==> config.mk <==
export PLATFORM = sky130hd
export DESIGN_NAME = parity_serial_framer
export DESIGN_NICKNAME = d
export VERILOG_FILES = /design/src/rtl/parity_serial_framer.sv
export SDC_FILE = /design/constraint.sdc
export NUM_CORES = 1
export LEC_CHECK = 0
export CELL_PAD_IN_SITES_DETAIL_PLACEMENT = 0
export CELL_PAD_IN_SITES_GLOBAL_PLACEMENT = 1
export CORE_MARGIN = 5
export CORE_UTILIZATION = 36
export DETAILED_ROUTE_END_ITERATION = 16
export PLACE_DENSITY_LB_ADDON = 0.1
export SLEW_MARGIN = 20
export SYNTH_ARGS = -nofsm -noshare
export SYNTH_HDL_FRONTEND = slang
export SYNTH_SLANG_ARGS = --single-unit
==> constraint.sdc <==
create_clock -name clk_i -period 1.85 [get_ports clk_i]
set_clock_uncertainty 0.2 [all_clocks]
set_input_delay 0.4625 -clock clk_i [delete_from_list [all_inputs] [get_ports clk_i]]
set_output_delay 0.4625 -clock clk_i [all_outputs]
set_load 0.01 [all_outputs]
==> src/rtl/parity_serial_framer.sv <==
// -----------------------------------------------------------------------------
// parity_serial_framer
//
// Takes a WIDTH-bit word over a valid/ready handshake and sends it out
// LSB-first, one bit per clock, followed by a parity bit. After the parity bit
// it idles for GAP cycles before it accepts the next word. It also counts
// completed frames.
//
// Parameters
//   WIDTH : data bits per frame (>= 1)
//   ODD   : 0 = even parity (^data), 1 = odd parity (~^data)
//   GAP   : idle cycles after the parity bit (>= 0)
//
// Ports
//   clk_i         rising-edge clock
//   rst_n_i       asynchronous active-low reset
//   in_valid_i    producer presents a word on in_data_i
//   in_ready_o    framer can accept a word (IDLE only, decoded from state)
//   in_data_i     word to frame, sampled only on the accept edge
//   ser_out_o     serial bit: data LSB-first, then parity; 0 when not valid
//   ser_valid_o   ser_out_o carries a frame bit this cycle
//   ser_last_o    parity-bit cycle marker
//   busy_o        frame or gap in progress (decoded from state)
//   frame_cnt_o   completed-frame count, 8-bit wrapping
//
// States
//   S_IDLE  | waiting for in_valid_i; in_ready_o high
//   S_SHIFT | data bits 0..WIDTH-1 on the serial line
//   S_PAR   | parity bit on the serial line, ser_last_o high
//   S_GAP   | GAP idle cycles before the framer returns to S_IDLE
// -----------------------------------------------------------------------------
module parity_serial_framer #(
    parameter int WIDTH = 8,
    parameter bit ODD   = 1'b0,
    parameter int GAP   = 1
) (
    input  logic             clk_i,
    input  logic             rst_n_i,
    input  logic             in_valid_i,
    output logic             in_ready_o,
    input  logic [WIDTH-1:0] in_data_i,
    output logic             ser_out_o,
    output logic             ser_valid_o,
    output logic             ser_last_o,
    output logic             busy_o,
    output logic [7:0]       frame_cnt_o
);

    localparam int CW = $clog2(WIDTH + 1);
    localparam int GW = (GAP > 0) ? $clog2(GAP + 1) : 1;
    localparam logic [CW-1:0] LAST_CNT = CW'(WIDTH);
    localparam logic [GW-1:0] GAP_LOAD = (GAP > 0) ? GW'(GAP - 1) : '0;

    typedef enum logic [1:0] {
        S_IDLE  = 2'd0,
        S_SHIFT = 2'd1,
        S_PAR   = 2'd2,
        S_GAP   = 2'd3
    } state_t;

    state_t           state_q;
    logic [WIDTH-1:0] shift_q;
    logic [CW-1:0]    bit_cnt_q;
    logic [GW-1:0]    gap_cnt_q;
    logic             acc_q;
    logic             ser_out_q;
    logic             ser_valid_q;
    logic             ser_last_q;
    logic [7:0]       frame_cnt_q;

    assign in_ready_o  = (state_q == S_IDLE);
    assign busy_o      = (state_q != S_IDLE);
    assign ser_out_o   = ser_out_q;
    assign ser_valid_o = ser_valid_q;
    assign ser_last_o  = ser_last_q;
    assign frame_cnt_o = frame_cnt_q;

    always_ff @(posedge clk_i or negedge rst_n_i) begin
        if (!rst_n_i) begin
            state_q     <= S_IDLE;
            shift_q     <= '0;
            bit_cnt_q   <= '0;
            gap_cnt_q   <= '0;
            acc_q       <= 1'b0;
            ser_out_q   <= 1'b0;
            ser_valid_q <= 1'b0;
            ser_last_q  <= 1'b0;
            frame_cnt_q <= '0;
        end else begin
            case (state_q)
                S_IDLE: begin
                    if (in_valid_i) begin
                        // Bit 0 goes out on the accept edge itself. The shift
                        // register keeps only the bits that are still to be sent.
                        shift_q     <= in_data_i >> 1;
                        bit_cnt_q   <= CW'(1);
                        acc_q       <= ODD ^ in_data_i[0];
                        ser_out_q   <= in_data_i[0];
                        ser_valid_q <= 1'b1;
                        state_q     <= S_SHIFT;
                    end
                end

                S_SHIFT: begin
                    // bit_cnt_q counts the bits already on the line. Once all
                    // of them are out, acc_q holds the finished parity.
                    if (bit_cnt_q == LAST_CNT) begin
                        ser_out_q  <= acc_q;
                        ser_last_q <= 1'b1;
                        state_q    <= S_PAR;
                    end else begin
                        ser_out_q <= shift_q[0];
                        acc_q     <= acc_q ^ shift_q[0];
                        shift_q   <= shift_q >> 1;
                        bit_cnt_q <= bit_cnt_q + CW'(1);
                    end
                end

                S_PAR: begin
                    ser_out_q   <= 1'b0;
                    ser_valid_q <= 1'b0;
                    ser_last_q  <= 1'b0;
                    frame_cnt_q <= frame_cnt_q + 8'd1;
                    if (GAP == 0) begin
                        state_q <= S_IDLE;
                    end else begin
                        gap_cnt_q <= GAP_LOAD;
                        state_q   <= S_GAP;
                    end
                end

                S_GAP: begin
                    if (gap_cnt_q == '0) begin
                        state_q <= S_IDLE;
                    end else begin
                        gap_cnt_q <= gap_cnt_q - GW'(1);
                    end
                end

                default: state_q <= S_IDLE;
            endcase
        end
    end

endmodule

==> results of run 1 <==
## Yosys cell counts
cell type  number  area share
xnor2_1         4       0.026
dfrtp_1        25        0.47
o21a_1          1      0.0057
buf_6           2       0.017
nand4b_1        1      0.0066
nor2b_1         1      0.0047
a21oi_1         3       0.011
xor2_1          5       0.033
buf_2           2      0.0076
nor2_2          2      0.0094
nor2_4          1      0.0085
and2_4          1      0.0066
inv_1           8       0.023
nand4_1         5       0.024
a21oi_2         6       0.040
o2bb2ai_1       1      0.0066
o211ai_1        1      0.0057
a22o_1          1      0.0066
mux2_2          1      0.0085
ha_1            7       0.066
nand2_1         9       0.025
o22a_1          1      0.0066
nand3b_1        3       0.017
a31oi_1         1      0.0047
o21ai_2         1      0.0066
mux2i_1         8       0.060
nand3_1         5       0.019
o21ai_0         7       0.026
mux2_4          1       0.011
nor2_1         12       0.034
## worst max-delay path, stage by stage, from the launching register on
cell,delay [ps]
dfrtp_1,400
inv_2,90
ha_4,140
clkdlybuf4s15_1,230
## report_power, final
group          internal [mW]  switching (mW)
clock network          0.153           0.190
registers              0.795           0.170
logic                   1.05           0.918
## per-layer routing
| layer | global-route usage | up-vias |
|---|---|---|
| li1 | - | 536 |
| met1 | 0.1503 | 510 |
| met2 | 0.1923 | 18 |
| met3 | 0.04119 | 4 |
| met4 | 0.05010 | 0 |
| met5 | 0 | - |
## sequential cells by signal (all words and copies together), names as in the netlist
register / count
frame_cnt_o: 8
shift_q: 7
bit_cnt_q: 4
state_q: 2
acc_q: 1
ser_last_o: 1
ser_out_o: 1
ser_valid_o: 1
## timing repair
action                     4_1_cts  5_1_grt
setup buffers                    5        0
cloned                           0        1
setup endpoints to repair       16       10
resized for setup               18        7
pin swaps                        1        2
## kinds of logic after synthesis
| family | Yosys count | synth area share |
|---|---|---|
| and+or+nand+nor | 40 | 0.1549 |
| DFF | 25 | 0.4721 |
| adders and majority gates | 7 | 0.06610 |
| muxes | 10 | 0.08026 |
| AOI/OAI and AO/OA | 23 | 0.1199 |
| xor gates and xnor gates | 9 | 0.05949 |
| buffers and inverters | 12 | 0.04721 |
## worst min-delay path by stage
stage | start | endpoint | slack [ps] | cells after the start
after detailed placement | frame_cnt_o[6] | frame_cnt_o[6] | 280 | 1
after global placement | frame_cnt_o[7] | frame_cnt_o[7] | 260 | 1
after CTS | frame_cnt_o[7] | frame_cnt_o[7] | 300 | 1
after floorplan | rst_n_i | acc_q | -30 | 0
after global routing | frame_cnt_o[7] | frame_cnt_o[7] | 300 | 1
final | frame_cnt_o[7] | frame_cnt_o[7] | 290 | 1
## through the flow
stage,setup WS (ps),hold slack [ps]
finish,48.13,288.5
CTS,11.93,296.2
detailed placement,-133.6,282.0
global placement,-80.91,261.3
global route,-28.97,303.3
floorplan,42.84,-33.09
## layout by cell type (no fill, tap or decap), drive strengths merged
cell	synthesis	layout
a21oi	9	9
a22o	1	1
a31oi	1	1
and2	1	2
buf	4	28
clkbuf	0	4
clkdlybuf4s15	0	1
clkdlybuf4s50	0	10
clkinvlp	0	1
dfrtp	25	25
dlygate4sd2	0	11
ha	7	7
inv	8	8
mux2	2	2
mux2i	8	8
nand2	9	9
nand3	5	5
nand3b	3	3
nand4	5	5
nand4b	1	1
nor2	15	15
nor2b	1	1
o211ai	1	1
o21a	1	1
o21ai	8	8
o22a	1	1
o2bb2ai	1	1
xnor2	4	4
xor2	5	5
## layout make-up
cell class	instances	area, um2
Fill cell	343	1738
Multi-Input combinational cell	90	681.9
Sequential cell	25	625.6
Timing Repair Buffer	51	421.7
Tap cell	48	60.06
Clock buffer	3	41.29
Inverter	8	30.03
Clock inverter	1	7.507
==> run_results.csv, run 1 <==
group,metric,value,unit
placement,port-buffer-count,23,
clock_tree,cts-root-buf,"clkbuf_8",
clock_tree,cts_tree,"yes",
timing,fmax,0.5550,GHz
floorplan,die_area,0.004994,mm2
routing,vias,1068,
routing,ant_nets,0,
job,drv_cap,0,
critical_path,cp-end-kind,"output pin",
critical_path,reg2reg_slack,50,ps
logic_synthesis,synth_seq_cells,25,
power,power,3.277,mW
final_layout,instances_no_fill,226,
floorplan,fp.dieW,70.67,um
routing,vias_per_cell,4.726,
power,peakVddDrop,732.5,uV
floorplan,io_pins,24,
logic_synthesis,yosysUniqueCellTypes,30,
critical_path,critPathKind,"reg2out",
placement,placed_cells,216,
placement,place_congestion,0.7358,
logic_synthesis,syn_avg_cell_area,10.52,um2
routing,wl_met3,138,um
routing,met2WireLength,1.447,mm
critical_path,r2r_cells,7,
final_layout,final_nets,197,
critical_path,cp-startpoint,"state_q[1]",
timing,fin_setup_tns,0,ps
grt,gr-total-overflow,0,
final_layout,final_layout_size_suffix_gt1_frac,0.3034,
hold_path,hp-class,"reg2reg",
routing,dr.pass1.iters,4,
timing,relSlewSlack,0.7300,
critical_path,critPathCapture,"in_ready_o",
clock_tree,ctsHoldBuffers,0,
grt,grt_usage,0.1209,
final_layout,num_antenna_cells,0,
placement,dp_hpwl,2.096,mm
timing,setup_viol,0,
logic_synthesis,yosysWarnings,0,
power,leakage,0.8696,nW
grt,grt_pass1_vias,1078,
critical_path,cp.arrival,1140,ps
routing,wirelength,2.966,mm
clock_tree,h-tree-depth,1,
critical_path,reg2reg_to,"acc_q",
clock_tree,cts_buffers,3,
clock_tree,clock_path_buffers,2,
final_layout,final_area,0.001868,mm2
final_layout,areaGrowthSynthToFinish,40.98,%
logic_synthesis,synthCells,126,
routing,m1WireLength,1.335,mm
routing,dr.max_layer_used,"met4",
routing,drt_iter0_drc,38,
routing,drc,0,
logic_synthesis,ys_seq_area_frac,0.4721,
clock_tree,clkLatencyLatePin,280,ps
grt,grt_pass1_wl,4.795,mm
routing,avgRoutedWirePerCell,13.12,um
placement,post_dp_cell_area,0.001758,mm2
logic_synthesis,netlist_area,0.001325,mm2
status,status,"finished clean",
clock_tree,path_clk_slew,90,ps
power,p_per_area,1754,mW/mm2
floorplan,row_count,22,
critical_path,start_kind,"flop",
timing,finalCriticalPeriod,1802,ps
floorplan,initial_utilization,0.3675,
clock_tree,clock-sinks,25,
timing,finalCritPeriodShare,0.9740,
final_layout,final_core_util,0.5180,
critical_path,cp_max_fo,3,
timing,drv_slew,0,
grt,antenna_found_initial,0,
timing,tightestPinTransition,403.8,ps
logic_synthesis,syn_nets,144,
timing,hold_viol,0,
grt,grt_start_max_net_pins,26,
critical_path,reg2reg_from,"state_q[1]",
critical_path,worst_ep_required_time,1190,ps
floorplan,die_h,70.67,um
floorplan,coreArea,0.003606,mm2
Note: power is estimated with default switching activity, not from simulation.
==> inputs of run 2 (changes only) <==
--- a/config.mk
+++ b/config.mk
@@ -10,7 +10,7 @@
 export CORE_MARGIN = 5
 export CORE_UTILIZATION = 36
 export DETAILED_ROUTE_END_ITERATION = 16
-export PLACE_DENSITY_LB_ADDON = 0.1
+export PLACE_DENSITY = 0.79
 export SLEW_MARGIN = 20
 export SYNTH_ARGS = -nofsm -noshare
 export SYNTH_HDL_FRONTEND = slang
==> run_results.csv, run 2 (synthesis gave the netlist of run 1 again) <==
group,metric,value,unit
final_layout,num_antenna_cells,0,
floorplan,io_pins,24,
final_layout,final_nets,192,
routing,dr.pass1.iters,4,
critical_path,crit_family,"flip-flops",
final_layout,final_common_cell,"dfrtp_1",
critical_path,critPathKind,"reg2out",
floorplan,die_area,0.004994,mm2
power,leakage,0.9261,nW
timing,fmax,0.5456,GHz
critical_path,reg2reg_slack,20,ps
timing,fin_hold_ws,269.0,ps
floorplan,row_count,22,
critical_path,path_cells,"inv_2 -> ha_4 -> clkdlybuf4s15_1",
timing,finalCriticalPeriod,1833,ps
critical_path,worst_ep_required_time,1190,ps
clock_tree,clkLatencyLatePin,270,ps
routing,drc,0,
floorplan,initial_utilization,0.3675,
routing,wirelength,3.137,mm
status,status,"finished clean",
placement,place_congestion,0.8515,
final_layout,largest_reg_flops,8,
timing,finalCritPeriodShare,0.9907,
routing,vias,1098,
floorplan,fp.dieW,70.67,um
power,peakVddDrop,631.4,uV
grt,grt_start_max_net_pins,26,
clock_tree,cts-root-buf,"clkbuf_8",
power,p_per_area,1737,mW/mm2
final_layout,final_area,0.001872,mm2
placement,port-buffer-count,23,
timing,relSlewSlack,0.7812,
critical_path,max_stage_delay,390,ps
critical_path,cp-end-kind,"output pin",
clock_tree,cts_tree,"yes",
final_layout,mostFrequentLayoutCells,"dfrtp_1, buf_4, nor2_1",
critical_path,crit_buf_inv,2,
clock_tree,cts_buffers,3,
clock_tree,h-tree-depth,1,
clock_tree,clock-sinks,25,
critical_path,start_kind,"flop",
clock_tree,ctsHoldBuffers,0,
routing,ant_nets,0,
grt,grt_usage,0.1316,
grt,gr-total-overflow,0,
placement,dpl_worst_slack,-119.3,ps
grt,grt_pass1_vias,1139,
hold_path,hp-class,"reg2reg",
clock_tree,clock_path_buffers,2,
floorplan,coreArea,0.003606,mm2
timing,rsz0062_at_grt,"yes",
clock_tree,path_clk_slew,80,ps
timing,worst_slack,17.28,ps
critical_path,cp_max_fo,3,
job,drv_cap,0,
final_layout,final_layout_size_suffix_gt1_frac,0.2832,
grt,grt_pass1_wl,5.313,mm
routing,vias_per_cell,4.968,
timing,hold_viol,0,
critical_path,cp.arrival,1170,ps
routing,drt_iter0_drc,45,
timing,setup_viol,0,
placement,post_dp_cell_area,0.001698,mm2
critical_path,slowest_stage,"dfrtp_1",
timing,drv_slew,0,
final_layout,areaGrowthSynthToFinish,41.27,%
grt,antenna_found_initial,0,
placement,dp_hpwl,2.175,mm
timing,tightestPinTransition,328.2,ps
routing,avgRoutedWirePerCell,14.19,um
floorplan,die_h,70.67,um
run 2: cell count changes in the layout (fill, tap and decap cells not counted), sizes merged:
| cell | previous run | this run |
|---|---|---|
| dlymetal6s2s | 0 | 8 |
| buf | 28 | 23 |
| clkinvlp | 1 | 0 |
| dlygate4sd2 | 11 | 3 |
| clkbuf | 4 | 5 |
run 2: power by group:
part           internal (mW)  leakage (nW)  switching (mW)
registers              0.795         0.303           0.172
clock network          0.154        0.0228           0.168
logic                   1.00         0.601           0.960
run 2: area by class of cell:
class / count / area, um2
well taps: 48 / 60.06
repair buffers: 46 / 425.4
fillers: 321 / 1734
flip-flops and latches: 25 / 625.6
multi-input cells: 90 / 685.7
inverters: 8 / 30.03
clock buffers: 4 / 45.04
run 2: path summary, 6_finish.rpt:
path / startpoint / endpoint / cells past startpoint
setup / recovery: state_q[1] / in_ready_o / 3
max in group asynchronous: rst_n_i / state_q[0] / 2
hold / removal: frame_cnt_o[7] / frame_cnt_o[7] / 1
setup reg to reg: state_q[1] / bit_cnt_q[2] / 8
min in group asynchronous: rst_n_i / frame_cnt_o[3] / 2
hold reg to reg: frame_cnt_o[7] / frame_cnt_o[7] / 1
run 2: what timing repair did:
action / CTS / global route
hold endpoints to repair: 0 / 0
resized for setup: 15 / 16
buffers inserted: 7 / 2
setup endpoints to repair: 18 / 19
gates cloned: 1 / 0
pin swaps: 4 / 4
run 2: through the flow:
stage / util / setup TNS, ps / instances / power, mW
2_1_floorplan: - / 0 / 126 / 2.054
3_3_place_gp: 0.4709 / -376.9 / 208 / 2.596
3_5_place_dp: 0.4709 / -585.3 / 208 / 2.695
4_1_cts: 0.5069 / -60.96 / 219 / 3.215
5_1_grt: 0.5191 / -105.4 / 221 / 3.509
6_report: 0.5191 / 0 / 221 / 3.252
run 2: layer usage:
layer	vias up	share of wire	GRT usage
li1	527	-	-
met1	542	0.45	0.1621
met2	21	0.48	0.2256
met3	8	0.035	0.01705
met4	0	0.033	0.06681
met5	-	0	0
==> inputs of run 3 (changes only) <==
--- a/config.mk
+++ b/config.mk
@@ -10,7 +10,9 @@
 export CORE_MARGIN = 5
 export CORE_UTILIZATION = 36
 export DETAILED_ROUTE_END_ITERATION = 16
+export HOLD_SLACK_MARGIN = 0.12
 export PLACE_DENSITY = 0.79
+export SKIP_CTS_REPAIR_TIMING = 1
 export SLEW_MARGIN = 20
 export SYNTH_ARGS = -nofsm -noshare
 export SYNTH_HDL_FRONTEND = slang
==> run_results.csv, run 3 (synthesis gave the netlist of run 1 again) <==
group,metric,value,unit
timing,finalCritPeriodShare,0.9870,
timing,worst_slack,24.08,ps
final_layout,final_nets,194,
final_layout,regArea,626.9,um2
timing,relSlewSlack,0.7882,
floorplan,io_pins,24,
timing,fmax,0.5477,GHz
timing,finalCriticalPeriod,1826,ps
grt,gr-total-overflow,0,
placement,place_congestion,0.8515,
timing,rsz0062_at_grt,"yes",
grt,grt_pass1_wl,4.857,mm
final_layout,multi_input_area,675.6,um2
routing,avgRoutedWirePerCell,13.70,um
floorplan,die_h,70.67,um
placement,dpl_worst_slack,-119.3,ps
placement,placed_cells,208,
clock_tree,cts-root-buf,"clkbuf_8",
critical_path,max_stage_delay,390,ps
routing,drt_iter0_drc,47,
grt,grt_usage,0.1194,
critical_path,cp_common_cell,"buf_6",
critical_path,worst_ep_required_time,1810,ps
routing,dr.pass1.iters,4,
hold_path,hp-class,"reg2reg",
clock_tree,clock_path_buffers,2,
critical_path,start_kind,"flop",
timing,fin_setup_tns,0,ps
power,p_comb_frac,0.593,
routing,vias_per_cell,4.798,
clock_tree,path_clk_slew,80,ps
critical_path,cp_max_fo,4,
final_layout,num_antenna_cells,0,
clock_tree,clkLatencyLatePin,270,ps
critical_path,cp-end-kind,"flop",
critical_path,critPathKind,"reg2reg",
timing,hold_viol,0,
floorplan,initial_utilization,0.3675,
clock_tree,cts_tree,"yes",
power,p_seq_frac,0.308,
power,clock_power_share,0.100,
power,p_sw,1.266,mW
final_layout,final_common_cell,"dfrtp_1",
final_layout,areaGrowthSynthToFinish,42.49,%
routing,drc,0,
floorplan,fp.dieW,70.67,um
grt,grt_pass1_vias,1084,
timing,drv_slew,0,
final_layout,largest_reg_flops,8,
timing,setup_viol,0,
job,drv_cap,0,
power,p_per_area,1704,mW/mm2
floorplan,die_area,0.004994,mm2
timing,fin_hold_ws,268.8,ps
placement,port-buffer-count,23,
final_layout,final_core_util,0.5236,
final_layout,instances_no_fill,223,
clock_tree,h-tree-depth,1,
routing,vias,1070,
clock_tree,clock-sinks,25,
final_layout,fill_cells,321,
final_layout,final_layout_size_suffix_gt1_frac,0.2800,
power,peakVddDrop,470.1,uV
grt,grt_start_max_net_pins,26,
critical_path,slowest_stage,"dfrtp_1",
routing,ant_nets,0,
critical_path,path_cells,"inv_2 -> ha_4 -> buf_6 -> mux2_4 -> buf_6 -> nand3_2 -> xor2_1 -> nor2_1",
timing,tightestPinTransition,317.7,ps
routing,wirelength,3.054,mm
placement,dp_hpwl,2.175,mm
floorplan,row_count,22,
floorplan,coreArea,0.003606,mm2
power,internal-power,1.951,mW
power,leakage,0.9772,nW
grt,antenna_found_initial,0,
clock_tree,cts_buffers,3,
critical_path,cp.arrival,1780,ps
final_layout,mostFrequentLayoutCells,"dfrtp_1, buf_4, nor2_1, dlymetal6s2s_1, clkdlybuf4s50_1",
status,status,"finished clean",
power,swShare,0.3935,
-- run 3: area by class of cell --
| cell class | count | area share |
|---|---|---|
| Multi-Input combinational cell | 90 | 0.3579 |
| Sequential cell | 25 | 0.3320 |
| Timing Repair Buffer | 48 | 0.2386 |
| Tap cell | 48 | 0.03181 |
| Clock buffer | 4 | 0.02386 |
| Inverter | 8 | 0.01590 |
-- run 3: final timing paths --
| kind | startpoint | to | slack, ps | depth (start not counted) |
|---|---|---|---|---|
| max reg2reg | state_q[1] | bit_cnt_q[2] | 20 | 8 |
| min in group asynchronous | rst_n_i | frame_cnt_o[3] | 350 | 2 |
| min reg2reg | frame_cnt_o[7] | frame_cnt_o[7] | 270 | 1 |
| max in group asynchronous | rst_n_i | frame_cnt_o[2] | 830 | 2 |
| min | frame_cnt_o[7] | frame_cnt_o[7] | 270 | 1 |
| max | state_q[1] | bit_cnt_q[2] | 20 | 8 |
-- run 3: power groups by stage --
stage	clock network, mW	logic, mW	registers (mW)
detailed placement	0	1.69	1.01
floorplan	0	1.03	1.03
global route	0.352	2.09	1.03
global placement	0	1.60	0.991
finish	0.320	1.91	0.990
CTS	0.329	1.69	1.00
-- run 3: critical path, delay by kind of cell (launching register included) --
family        cells  cell delay [ps]
xor+xnor          1              150
fa+ha+maj         1              160
buf+inv           3              350
flops             1              390
mux               1              330
simple gates      2              130
-- run 3: through the flow --
step,total power [mW],instance area [um2]
2_1_floorplan,2.054,1328
3_3_place_gp,2.596,1698
3_5_place_dp,2.695,1698
4_1_cts,3.025,1743
5_1_grt,3.478,1888
6_report,3.216,1888
-- run 3: metal layers --
metal,vias to the layer above,routed length (um),track usage
met5,-,0,0
met4,0,52,0.05010
met3,4,106,0.01705
met2,15,1561,0.2079
met1,522,1333,0.1478
li1,529,-,-
